## src/rtl/de_stage_pkg.sv

```systemverilog
// Shared decode-stage types: opcodes, op_class/alu_op encodings, and the FE/WB/DE latch layouts.
// agex_stage uses the same DE latch field order.
package de_stage_pkg;

  localparam int unsigned NREGS   = 32;
  localparam int unsigned REGBITS = 5;
  localparam int unsigned DBITS   = 32;

  localparam logic [6:0] OPC_OP     = 7'b0110011;
  localparam logic [6:0] OPC_OP_IMM = 7'b0010011;
  localparam logic [6:0] OPC_LUI    = 7'b0110111;
  localparam logic [6:0] OPC_AUIPC  = 7'b0010111;
  localparam logic [6:0] OPC_JAL    = 7'b1101111;
  localparam logic [6:0] OPC_JALR   = 7'b1100111;
  localparam logic [6:0] OPC_BRANCH = 7'b1100011;
  localparam logic [6:0] OPC_LOAD   = 7'b0000011;
  localparam logic [6:0] OPC_STORE  = 7'b0100011;

  typedef enum logic [3:0] {
    OC_ILLEGAL = 4'd0, OC_OP, OC_OP_IMM, OC_LUI, OC_AUIPC,
    OC_JAL, OC_JALR, OC_BRANCH, OC_LOAD, OC_STORE
  } op_class_e;

  typedef enum logic [3:0] {
    ALU_ADD = 4'd0, ALU_SUB, ALU_SLL, ALU_SLT, ALU_SLTU,
    ALU_XOR, ALU_SRL, ALU_SRA, ALU_OR, ALU_AND
  } alu_op_e;

  typedef struct packed {
    logic             valid;
    logic [DBITS-1:0] inst;
    logic [DBITS-1:0] pc;
    logic [DBITS-1:0] pcplus;
    logic [DBITS-1:0] inst_count;
    logic [DBITS-1:0] pred_pc;
  } fe_latch_t;

  typedef struct packed {
    logic               we;
    logic [REGBITS-1:0] rd;
    logic [DBITS-1:0]   data;
  } wb_to_de_t;

  typedef struct packed {
    logic               valid;
    logic [DBITS-1:0]   inst;
    logic [DBITS-1:0]   pc;
    logic [DBITS-1:0]   pcplus;
    logic [DBITS-1:0]   inst_count;
    logic [DBITS-1:0]   pred_pc;
    op_class_e          op_class;
    alu_op_e            alu_op;
    logic               illegal;
    logic               is_br;
    logic               is_jmp;
    logic               wr_reg_en;
    logic [REGBITS-1:0] rd;
    logic [REGBITS-1:0] rs1;
    logic [REGBITS-1:0] rs2;
    logic [DBITS-1:0]   rs1_val;
    logic [DBITS-1:0]   rs2_val;
    logic [DBITS-1:0]   imm;
  } de_latch_t;

  localparam int unsigned FE_LATCH_WIDTH        = $bits(fe_latch_t);
  localparam int unsigned FROM_WB_TO_DE_WIDTH   = $bits(wb_to_de_t);
  localparam int unsigned FROM_AGEX_TO_DE_WIDTH = 1;
  localparam int unsigned FROM_DE_TO_FE_WIDTH   = 1;
  localparam int unsigned DE_LATCH_WIDTH        = $bits(de_latch_t);

  // funct7[5] selects SUB only for register-register ops; SRA/SRAI use it in both forms.
  function automatic alu_op_e alu_decode(input logic [2:0] funct3, input logic alt,
                                         input logic reg_form);
    alu_op_e op;
    case (funct3)
      3'b000:  op = (alt && reg_form) ? ALU_SUB : ALU_ADD;
      3'b001:  op = ALU_SLL;
      3'b010:  op = ALU_SLT;
      3'b011:  op = ALU_SLTU;
      3'b100:  op = ALU_XOR;
      3'b101:  op = alt ? ALU_SRA : ALU_SRL;
      3'b110:  op = ALU_OR;
      default: op = ALU_AND;
    endcase
    return op;
  endfunction

endpackage

```

## src/rtl/de_regfile.sv

```systemverilog
// 32x32 register file: one write port, two combinational read ports with WB write-through.
// x0 is never written and always reads zero.
module de_regfile
  import de_stage_pkg::*;
(
  input  logic               clk,
  input  logic               reset,
  input  logic               we_i,
  input  logic [REGBITS-1:0] waddr_i,
  input  logic [DBITS-1:0]   wdata_i,
  input  logic [REGBITS-1:0] raddr1_i,
  input  logic [REGBITS-1:0] raddr2_i,
  output logic [DBITS-1:0]   rdata1_c_o,
  output logic [DBITS-1:0]   rdata2_c_o
);

  logic [DBITS-1:0] regs_q [NREGS];

  always_ff @(posedge clk or posedge reset) begin
    if (reset) begin
      for (int i = 0; i < int'(NREGS); i++) regs_q[i] <= '0;
    end else if (we_i && (waddr_i != '0)) begin
      regs_q[waddr_i] <= wdata_i;
    end
  end

  // Write-through lets a stalled consumer issue in its producer's WB cycle.
  always_comb begin
    rdata1_c_o = regs_q[raddr1_i];
    rdata2_c_o = regs_q[raddr2_i];
    if (we_i && (waddr_i == raddr1_i) && (raddr1_i != '0)) rdata1_c_o = wdata_i;
    if (we_i && (waddr_i == raddr2_i) && (raddr2_i != '0)) rdata2_c_o = wdata_i;
  end

endmodule

```

## src/rtl/de_stage.sv

```systemverilog
// Decode stage: RV32I decode, immediates, register read, scoreboard hazard detection,
// and the DE latch presented to AGEX.
module de_stage
  import de_stage_pkg::*;
(
  input  logic                             clk,
  input  logic                             reset,
  input  logic [FE_LATCH_WIDTH-1:0]        from_FE_latch,
  input  logic [FROM_AGEX_TO_DE_WIDTH-1:0] from_AGEX_to_DE,
  input  logic [FROM_WB_TO_DE_WIDTH-1:0]   from_WB_to_DE,
  output logic [FROM_DE_TO_FE_WIDTH-1:0]   from_DE_to_FE,
  output logic [DE_LATCH_WIDTH-1:0]        DE_latch_out
);

  fe_latch_t        fe;
  wb_to_de_t        wb;
  de_latch_t        dec, de_d, de_q;
  logic [NREGS-1:0] busy_d, busy_q, busy_eff;
  logic [DBITS-1:0] rs1_val, rs2_val;
  logic [DBITS-1:0] imm_i, imm_s, imm_b, imm_u, imm_j;
  logic             mispred, uses_rs1, uses_rs2, writes_rd, hazard, issue, stall;

  assign fe      = fe_latch_t'(from_FE_latch);
  assign wb      = wb_to_de_t'(from_WB_to_DE);
  assign mispred = from_AGEX_to_DE[0];

  de_regfile u_regfile (
    .clk       (clk),
    .reset     (reset),
    .we_i      (wb.we),
    .waddr_i   (wb.rd),
    .wdata_i   (wb.data),
    .raddr1_i  (fe.inst[19:15]),
    .raddr2_i  (fe.inst[24:20]),
    .rdata1_c_o(rs1_val),
    .rdata2_c_o(rs2_val)
  );

  assign imm_i = {{20{fe.inst[31]}}, fe.inst[31:20]};
  assign imm_s = {{20{fe.inst[31]}}, fe.inst[31:25], fe.inst[11:7]};
  assign imm_b = {{19{fe.inst[31]}}, fe.inst[31], fe.inst[7], fe.inst[30:25], fe.inst[11:8], 1'b0};
  assign imm_u = {fe.inst[31:12], 12'b0};
  assign imm_j = {{11{fe.inst[31]}}, fe.inst[31], fe.inst[19:12], fe.inst[20], fe.inst[30:21], 1'b0};

  always_comb begin
    dec            = '0;
    uses_rs1       = 1'b0;
    uses_rs2       = 1'b0;
    writes_rd      = 1'b0;
    dec.valid      = fe.valid;
    dec.inst       = fe.inst;
    dec.pc         = fe.pc;
    dec.pcplus     = fe.pcplus;
    dec.inst_count = fe.inst_count;
    dec.pred_pc    = fe.pred_pc;
    dec.rd         = fe.inst[11:7];
    dec.rs1        = fe.inst[19:15];
    dec.rs2        = fe.inst[24:20];
    dec.rs1_val    = rs1_val;
    dec.rs2_val    = rs2_val;
    dec.op_class   = OC_ILLEGAL;
    dec.alu_op     = ALU_ADD;
    case (fe.inst[6:0])
      OPC_OP: begin
        dec.op_class = OC_OP;
        dec.alu_op   = alu_decode(fe.inst[14:12], fe.inst[30], 1'b1);
        uses_rs1     = 1'b1;
        uses_rs2     = 1'b1;
        writes_rd    = 1'b1;
      end
      OPC_OP_IMM: begin
        dec.op_class = OC_OP_IMM;
        dec.alu_op   = alu_decode(fe.inst[14:12], fe.inst[30], 1'b0);
        dec.imm      = imm_i;
        uses_rs1     = 1'b1;
        writes_rd    = 1'b1;
      end
      OPC_LUI: begin
        dec.op_class = OC_LUI;
        dec.imm      = imm_u;
        writes_rd    = 1'b1;
      end
      OPC_AUIPC: begin
        dec.op_class = OC_AUIPC;
        dec.imm      = imm_u;
        writes_rd    = 1'b1;
      end
      OPC_JAL: begin
        dec.op_class = OC_JAL;
        dec.imm      = imm_j;
        dec.is_jmp   = 1'b1;
        writes_rd    = 1'b1;
      end
      OPC_JALR: begin
        dec.op_class = OC_JALR;
        dec.imm      = imm_i;
        dec.is_jmp   = 1'b1;
        uses_rs1     = 1'b1;
        writes_rd    = 1'b1;
      end
      OPC_BRANCH: begin
        dec.op_class = OC_BRANCH;
        dec.imm      = imm_b;
        dec.is_br    = 1'b1;
        uses_rs1     = 1'b1;
        uses_rs2     = 1'b1;
      end
      OPC_LOAD: begin
        dec.op_class = OC_LOAD;
        dec.imm      = imm_i;
        uses_rs1     = 1'b1;
        writes_rd    = 1'b1;
      end
      OPC_STORE: begin
        dec.op_class = OC_STORE;
        dec.imm      = imm_s;
        uses_rs1     = 1'b1;
        uses_rs2     = 1'b1;
      end
      default: dec.illegal = 1'b1;
    endcase
    dec.wr_reg_en = writes_rd && (dec.rd != '0);
  end

  // A register being written back this cycle is no longer a hazard.
  always_comb begin
    busy_eff = busy_q;
    if (wb.we) busy_eff[wb.rd] = 1'b0;
  end

  // rd is checked too so each register has at most one writer in flight.
  assign hazard = fe.valid && ((uses_rs1 && busy_eff[dec.rs1]) ||
                               (uses_rs2 && busy_eff[dec.rs2]) ||
                               (dec.wr_reg_en && busy_eff[dec.rd]));
  assign issue  = fe.valid && !hazard && !mispred;
  assign stall  = hazard && !mispred && !reset;

  // Clears first so a same-cycle set on the same register wins.
  always_comb begin
    busy_d = busy_q;
    if (wb.we) busy_d[wb.rd] = 1'b0;
    if (mispred && de_q.valid && de_q.wr_reg_en) busy_d[de_q.rd] = 1'b0;
    if (issue && dec.wr_reg_en) busy_d[dec.rd] = 1'b1;
    busy_d[0] = 1'b0;
  end

  always_comb begin
    de_d = dec;
    if (mispred || hazard) de_d = '0;
  end

  always_ff @(posedge clk or posedge reset) begin
    if (reset) begin
      de_q   <= '0;
      busy_q <= '0;
    end else begin
      de_q   <= de_d;
      busy_q <= busy_d;
    end
  end

  assign from_DE_to_FE = stall;
  assign DE_latch_out  = de_q;

endmodule

```

## config.mk

```make
export PLATFORM = sky130hd
export DESIGN_NAME = de_stage
export DESIGN_NICKNAME = d
export VERILOG_FILES = /design/src/rtl/de_stage_pkg.sv /design/src/rtl/de_regfile.sv /design/src/rtl/de_stage.sv
export SDC_FILE = /design/constraint.sdc
export NUM_CORES = 2
export LEC_CHECK = 0
export BUFFER_PORTS_ARGS = -buffer_cell sky130_fd_sc_hd__buf_2
export CORE_MARGIN = 4
export CORE_UTILIZATION = 47
export CTS_CLUSTER_DIAMETER = 120
export DETAILED_ROUTE_END_ITERATION = 6
export PLACE_DENSITY_LB_ADDON = 0.3
export SLEW_MARGIN = 5
export SYNTH_ARGS = -nofsm -noshare
export SYNTH_HDL_FRONTEND = slang
export SYNTH_SLANG_ARGS = --single-unit
export TNS_END_PERCENT = 50
```

## constraint.sdc

```tcl
create_clock -name clk -period 43.1 [get_ports clk]
set_clock_uncertainty 0.2 [all_clocks]
set_input_delay 2.155 -clock clk [delete_from_list [all_inputs] [get_ports clk]]
set_output_delay 2.155 -clock clk [all_outputs]
set_load 0.03 [all_outputs]
```

Word-level counts from Yosys, hierarchy flattened. Index checks and enable logic that the tools add are counted.

Flip-flop bits (word level): 1339. Bits of input ports: 202. Word-level logic and storage cells: 167. Output and inout bits: 285.

Equality and inequality tests: 17. Order comparisons: 12. Bitwise operators: 8. Muxes and demuxes: 40. Reduce and logical (&&, ||, !) cells: 39.

Operators with widths (count): 1024-bit bitwise mux (1); 32-bit binary-select mux with 5-bit select (2); 32-bit 2-to-1 mux (10); 284-bit 2-to-1 mux (1); 32-bit demux with 5-bit select (1); 32-bit case mux with 5 select lines (1); 32-bit bitwise AND (2); 32-bit inverter (2); 4-bit case mux with 7 select lines (2); 4-bit case mux with 9 select lines (1); 32-bit bitwise OR (1); 5-bit by 6-bit less-than comparator with 1-bit output (second input constant) (5); 7-bit by 6-bit equality test with 1-bit output (second input constant) (3); 7-bit equality test (second input constant) (3); 1-bit logical AND (21); 5-bit nonzero test (4); 6-bit greater-or-equal comparator (second input constant) (3); 5-bit inverter with 6-bit output (3); 1-bit binary-select mux with 5-bit select (3); 1-bit demux with 5-bit select (3); 5-bit by 1-bit greater-or-equal comparator with 1-bit output (second input constant) (3); 7-bit by 5-bit equality test with 1-bit output (second input constant) (2); 1-bit 2-to-1 mux (14); 5-bit equality test (2); other kinds (14) (23).

Logic depth before layout (Yosys ltp).
Depth after elaboration: 18. Mapped depth: 14. Mapped depth without buffers: 8.

Cells and area by module. A second synthesis with hierarchy kept.

Cell total of the unflattened synthesis: 4605. Area total of the unflattened synthesis: 67811.3 µm².

Modules (own cells, without submodules): de_regfile (times used 1, sequential area each 25624.6 µm², cells each 3485, area an instance 53762.8 µm²); de_stage (times used 1, sequential area each 7507.2 µm², cells each 1120, area an instance 14048.5 µm²).

Worst setup path after synthesis. No wires, ideal clock.

Kind: input -> output. Start point: in from_FE_latch[132]. End point: out from_DE_to_FE. Setup slack: 36136 ps. Arrival time: 4609 ps. Stages on the path: 9. Buffers on the path: 1. Data required time: 40745 ps. Path through: clkbuf_1 and3b_1 nand2_1 a211o_1 a221o_1 and4bb_2 a31oi_4 nand3_1 nor3b_1.

Longest elaborated chain between the ends: 9. Elaborated cells between the ends (all ways): 24. Those cells by class: 9 x eq/ne; 3 x mux; 12 x reduce/logical.

RTL lines: from (decl) (line de_stage.sv:8) `input logic [FE_LATCH_WIDTH-1:0] from_FE_latch,`; 7-bit by 2-bit equality test with 1-bit output, or another cell as far along (line de_stage.sv:63) `case (fe.inst[6:0])`; 7-bit OR reduction (no line), or another cell as far along; 1-bit 2-to-1 mux (line de_stage.sv:63); 1-bit logical AND, on equally long branches (line de_stage.sv:122, de_stage.sv:132, de_stage.sv:133); 1-bit logical AND / 1-bit logical OR (equally long branches) (line de_stage.sv:134, de_stage.sv:132); 1-bit logical OR * (line de_stage.sv:133) `(uses_rs2 && busy_eff[dec.rs2]) ||`; 1-bit logical AND * (line de_stage.sv:132) `assign hazard = fe.valid && ((uses_rs1 && busy_eff[dec.rs1]) ||`; 1-bit logical AND * (2 in series) (line de_stage.sv:136) `assign stall = hazard && !mispred && !reset;`; to (decl) (line de_stage.sv:11) `output logic [FROM_DE_TO_FE_WIDTH-1:0] from_DE_to_FE,`.

Mark *: on every way between the ends. The rest lies on a longest branch, timed or not.

Worst setup path in the final report.
Start point: in from_WB_to_DE[32]. End point: out from_DE_to_FE.

Longest elaborated chain between the ends: 15. Elaborated cells between the ends (all ways): 22. Those cells by class: 2 x order compare; 9 x mux; 2 x bitwise; 9 x reduce/logical.

RTL lines: from (decl) (line de_stage.sv:10) `input logic [FROM_WB_TO_DE_WIDTH-1:0] from_WB_to_DE,`; 5-bit by 6-bit less-than comparator with 1-bit output (not written as such) / 5-bit by 1-bit greater-or-equal comparator with 1-bit output (equally long branches) (line de_stage.sv:128) `if (wb.we) busy_eff[wb.rd] = 1'b0;`; 1-bit logical AND (not written as such) (line de_stage.sv:128); 1-bit 2-to-1 mux (not written as such) (line de_stage.sv:128); 1-bit demux with 5-bit select * (line de_stage.sv:128); 32-bit inverter (no line) *; 32-bit bitwise AND (no line) *; 32-bit 2-to-1 mux * (line de_stage.sv:128); 1-bit binary-select mux with 5-bit select, on equally long branches (line de_stage.sv:132, de_stage.sv:133); 1-bit 2-to-1 mux, on equally long branches (line de_stage.sv:132, de_stage.sv:133); 1-bit logical AND, on equally long branches (line de_stage.sv:132, de_stage.sv:133); 1-bit logical OR (line de_stage.sv:132); 1-bit logical OR * (line de_stage.sv:133); 1-bit logical AND * (line de_stage.sv:132); 1-bit logical AND * (2 in series) (line de_stage.sv:136).

Mark *: on every way between the ends. The rest lies on a longest branch, timed or not. The select of a mux whose other input is x is not followed.

==> metrics.txt <==
status complete, no violations; register bit total from synthesis 1324; Pins Over Slew Limit 0; Syn Inst Count 4623; first-pass GRT wire length 298000 um; most frequent cell after synthesis dfrtp_1; DRC viols 0; Chip Width 382 um; layout cells sized above 1 48.1%; leakage power 0.0325 uW; RSZ-0062 raised after global routing false; switching share of power 27.6%; post-route ant nets 0; share of the synthesized area in the top cell type 50.5%; area leader, netlist dfrtp_1; crit-path leading delay family simple AND/OR/NAND/NOR gates; peak supply drop 0.0000478 V; Synth-to-Final Area Change 12.5%; crit-path max cell delay 820 ps; post-CTS setup buffer count 0; GRT Util Overall 27.4%; mean routed wirelength per cell 29.5 um; Core ar. 138000 um2; P_sw 954 uW; maximum buffer depth of the clock tree 3; Worst setup EP type output pin; antenna violations before repair 43; CTS Hold Bufs 0; headroom to the max-slew limit 21.4%; Post-synth top flop dfrtp_1; vias in the first global route 44500; power per cell area 46.8 nW/um2; Post-Syn Area 65600 um2; Tightest Pin Transition 1180 ps; largest net degree at the start of global routing 173; Die ar. 146000 um2; register area share after synthesis 50.5%; grt total ovfl 0; row count 136; number of DRC markers in iteration 0 3710; Highest Clock Rate 0.121 GHz; drt pass-1 iters 5; clk sink count 1324; CTS root buffer clkbuf_16; Vias 43300; Setup TNS Final 0 ps; period utilization 19.2%; Comb pwr share 19.0%; Clock power frac 35.2%; crit start category input pin; CP Cell Sequence buf_2 -> nand2b_1 -> or2_4 -> nand2_1 -> mux4_2 -> o211ai_1 -> a31oi_1 -> nand3_1 -> nor3b_1 -> buf_2; Post-CTS Resized 0; CP most frequent cell buf_2; port buffer count 486; Nets 5023; crit path DAT 5930 ps; Period minus WS final 8280 ps; post-route setup slack 34820 ps; number of flops mapped to enable cells by yosys 0; ys async rst share 100%; HPWL after detailed placement 116000 um; Num CTS Buffers 142; Post-Syn Area per Cell 14.2 um2; routed vias/inst 6.37; syn nets 4825; most frequent cells after synthesis dfrtp_1, mux2_2, mux4_2; worst setup path category in -> out; Reg power frac 45.8%; Final Hold Fails 0; max-cap viol count 0; critical-path maximum fanout 35; total power 3460 uW; Internal 2500 uW; CTS tree done; post-synth cell types 75; initial core utilization 47.5%; highest-delay cell along the critical path or2_4; Crit path required time 40740 ps; WP buf/inv 2; clk slew on worst S/H paths 60 ps; H-tree depth 4; # IOs 487; clock network latency to the later pin of the worst-skew pair 800 ps; worst hold-check path type reg -> reg; placer congestion estimate 0.921; top cells by area, synth dfrtp_1, mux4_2, mux2_2; Synth warnings 0; die height 382 um; Place WS 34920 ps; final setup fails 0; WL final 201000 um
power groups by stage:
stage / logic [uW] / registers (uW) / clock network, uW
2_1_floorplan: 482 / 1600 / 0
3_3_place_gp: 645 / 1580 / 0
4_1_cts: 661 / 1580 / 1240
3_5_place_dp: 659 / 1600 / 0
5_1_grt: 708 / 1610 / 1290
6_report: 658 / 1580 / 1220
worst paths after layout:
check	from	endpoint	slack, ps	cells past startpoint
worst max-delay path	from_WB_to_DE[32]	from_DE_to_FE	34820	10
worst min-delay path	u_regfile.regs_q[1004]	u_regfile.regs_q[1004]	200	0
worst max register to register	busy_q[9]	DE_latch_out[81]	39300	9
worst min register to register	u_regfile.regs_q[1004]	u_regfile.regs_q[1004]	200	0
max in group asynchronous	reset	u_regfile.regs_q[216]	37170	6
min in group asynchronous	reset	busy_q[1]	1330	2
cells in the final DEF, fill, tap and decap left out, types with 27 or more instances in the layout:
master and instances:
nand2_1 110, nor2_4 27, clkbuf_16 145, mux4_2 516, a22oi_1 263, mux2_2 992
nor2b_1 159, buf_2 480, o21ai_0 32, nor2_1 191, o31ai_1 34, clkbuf_1 36
a21oi_1 220, dfrtp_1 1324, buf_4 86
registers in the layout, indices dropped and copies added, names as in the netlist:
name	cells
DE_latch_out	269
busy_q	31
u_regfile.regs_q	1024
cells by family (layout without fill, tap and decap cells):
group | count (synthesis) | count (layout) | share of synthesized area [%]
mux | 1515 | 1515 | 34.8
xor+xnor | 10 | 10 | 0.133
buf+inv | 530 | 839 | 3.36
flops | 1324 | 1324 | 50.5
other cells | 0 | 12 | 0
simple gates | 600 | 600 | 4.69
compound gates | 644 | 644 | 6.48
routing by layer:
layer,vias up,GRT usage (%),wire [um]
li1,17800,-,-
met1,23100,35.4,78100
met2,1944,45.8,99100
met3,499,5.40,14700
met4,12,11.3,8490
met5,-,0,98
final cells by class:
cell class	count	area (um2)
Antenna cell	12	30.0
Clock buffer	206	4110
Clock inverter	49	504
Fill cell	11300	64200
Inverter	10	45.0
Multi-Input combinational cell	2769	30500
Sequential cell	1324	33100
Tap cell	1863	2330
Timing Repair Buffer	574	3190
metrics by stage:
stage | cells | utilization [%] | hold slack (ps) | area, um2
6_report | 6807 | 53.5 | 198 | 73800
5_1_grt | 6804 | 53.5 | 204 | 73800
4_1_cts | 6795 | 53.5 | 198 | 73800
3_5_place_dp | 6540 | 50.1 | 183 | 69200
3_3_place_gp | 6540 | 50.1 | 176 | 69200
2_1_floorplan | 4623 | - | 241 | 65600
No activity file was read; power rests on OpenSTA's default activity.
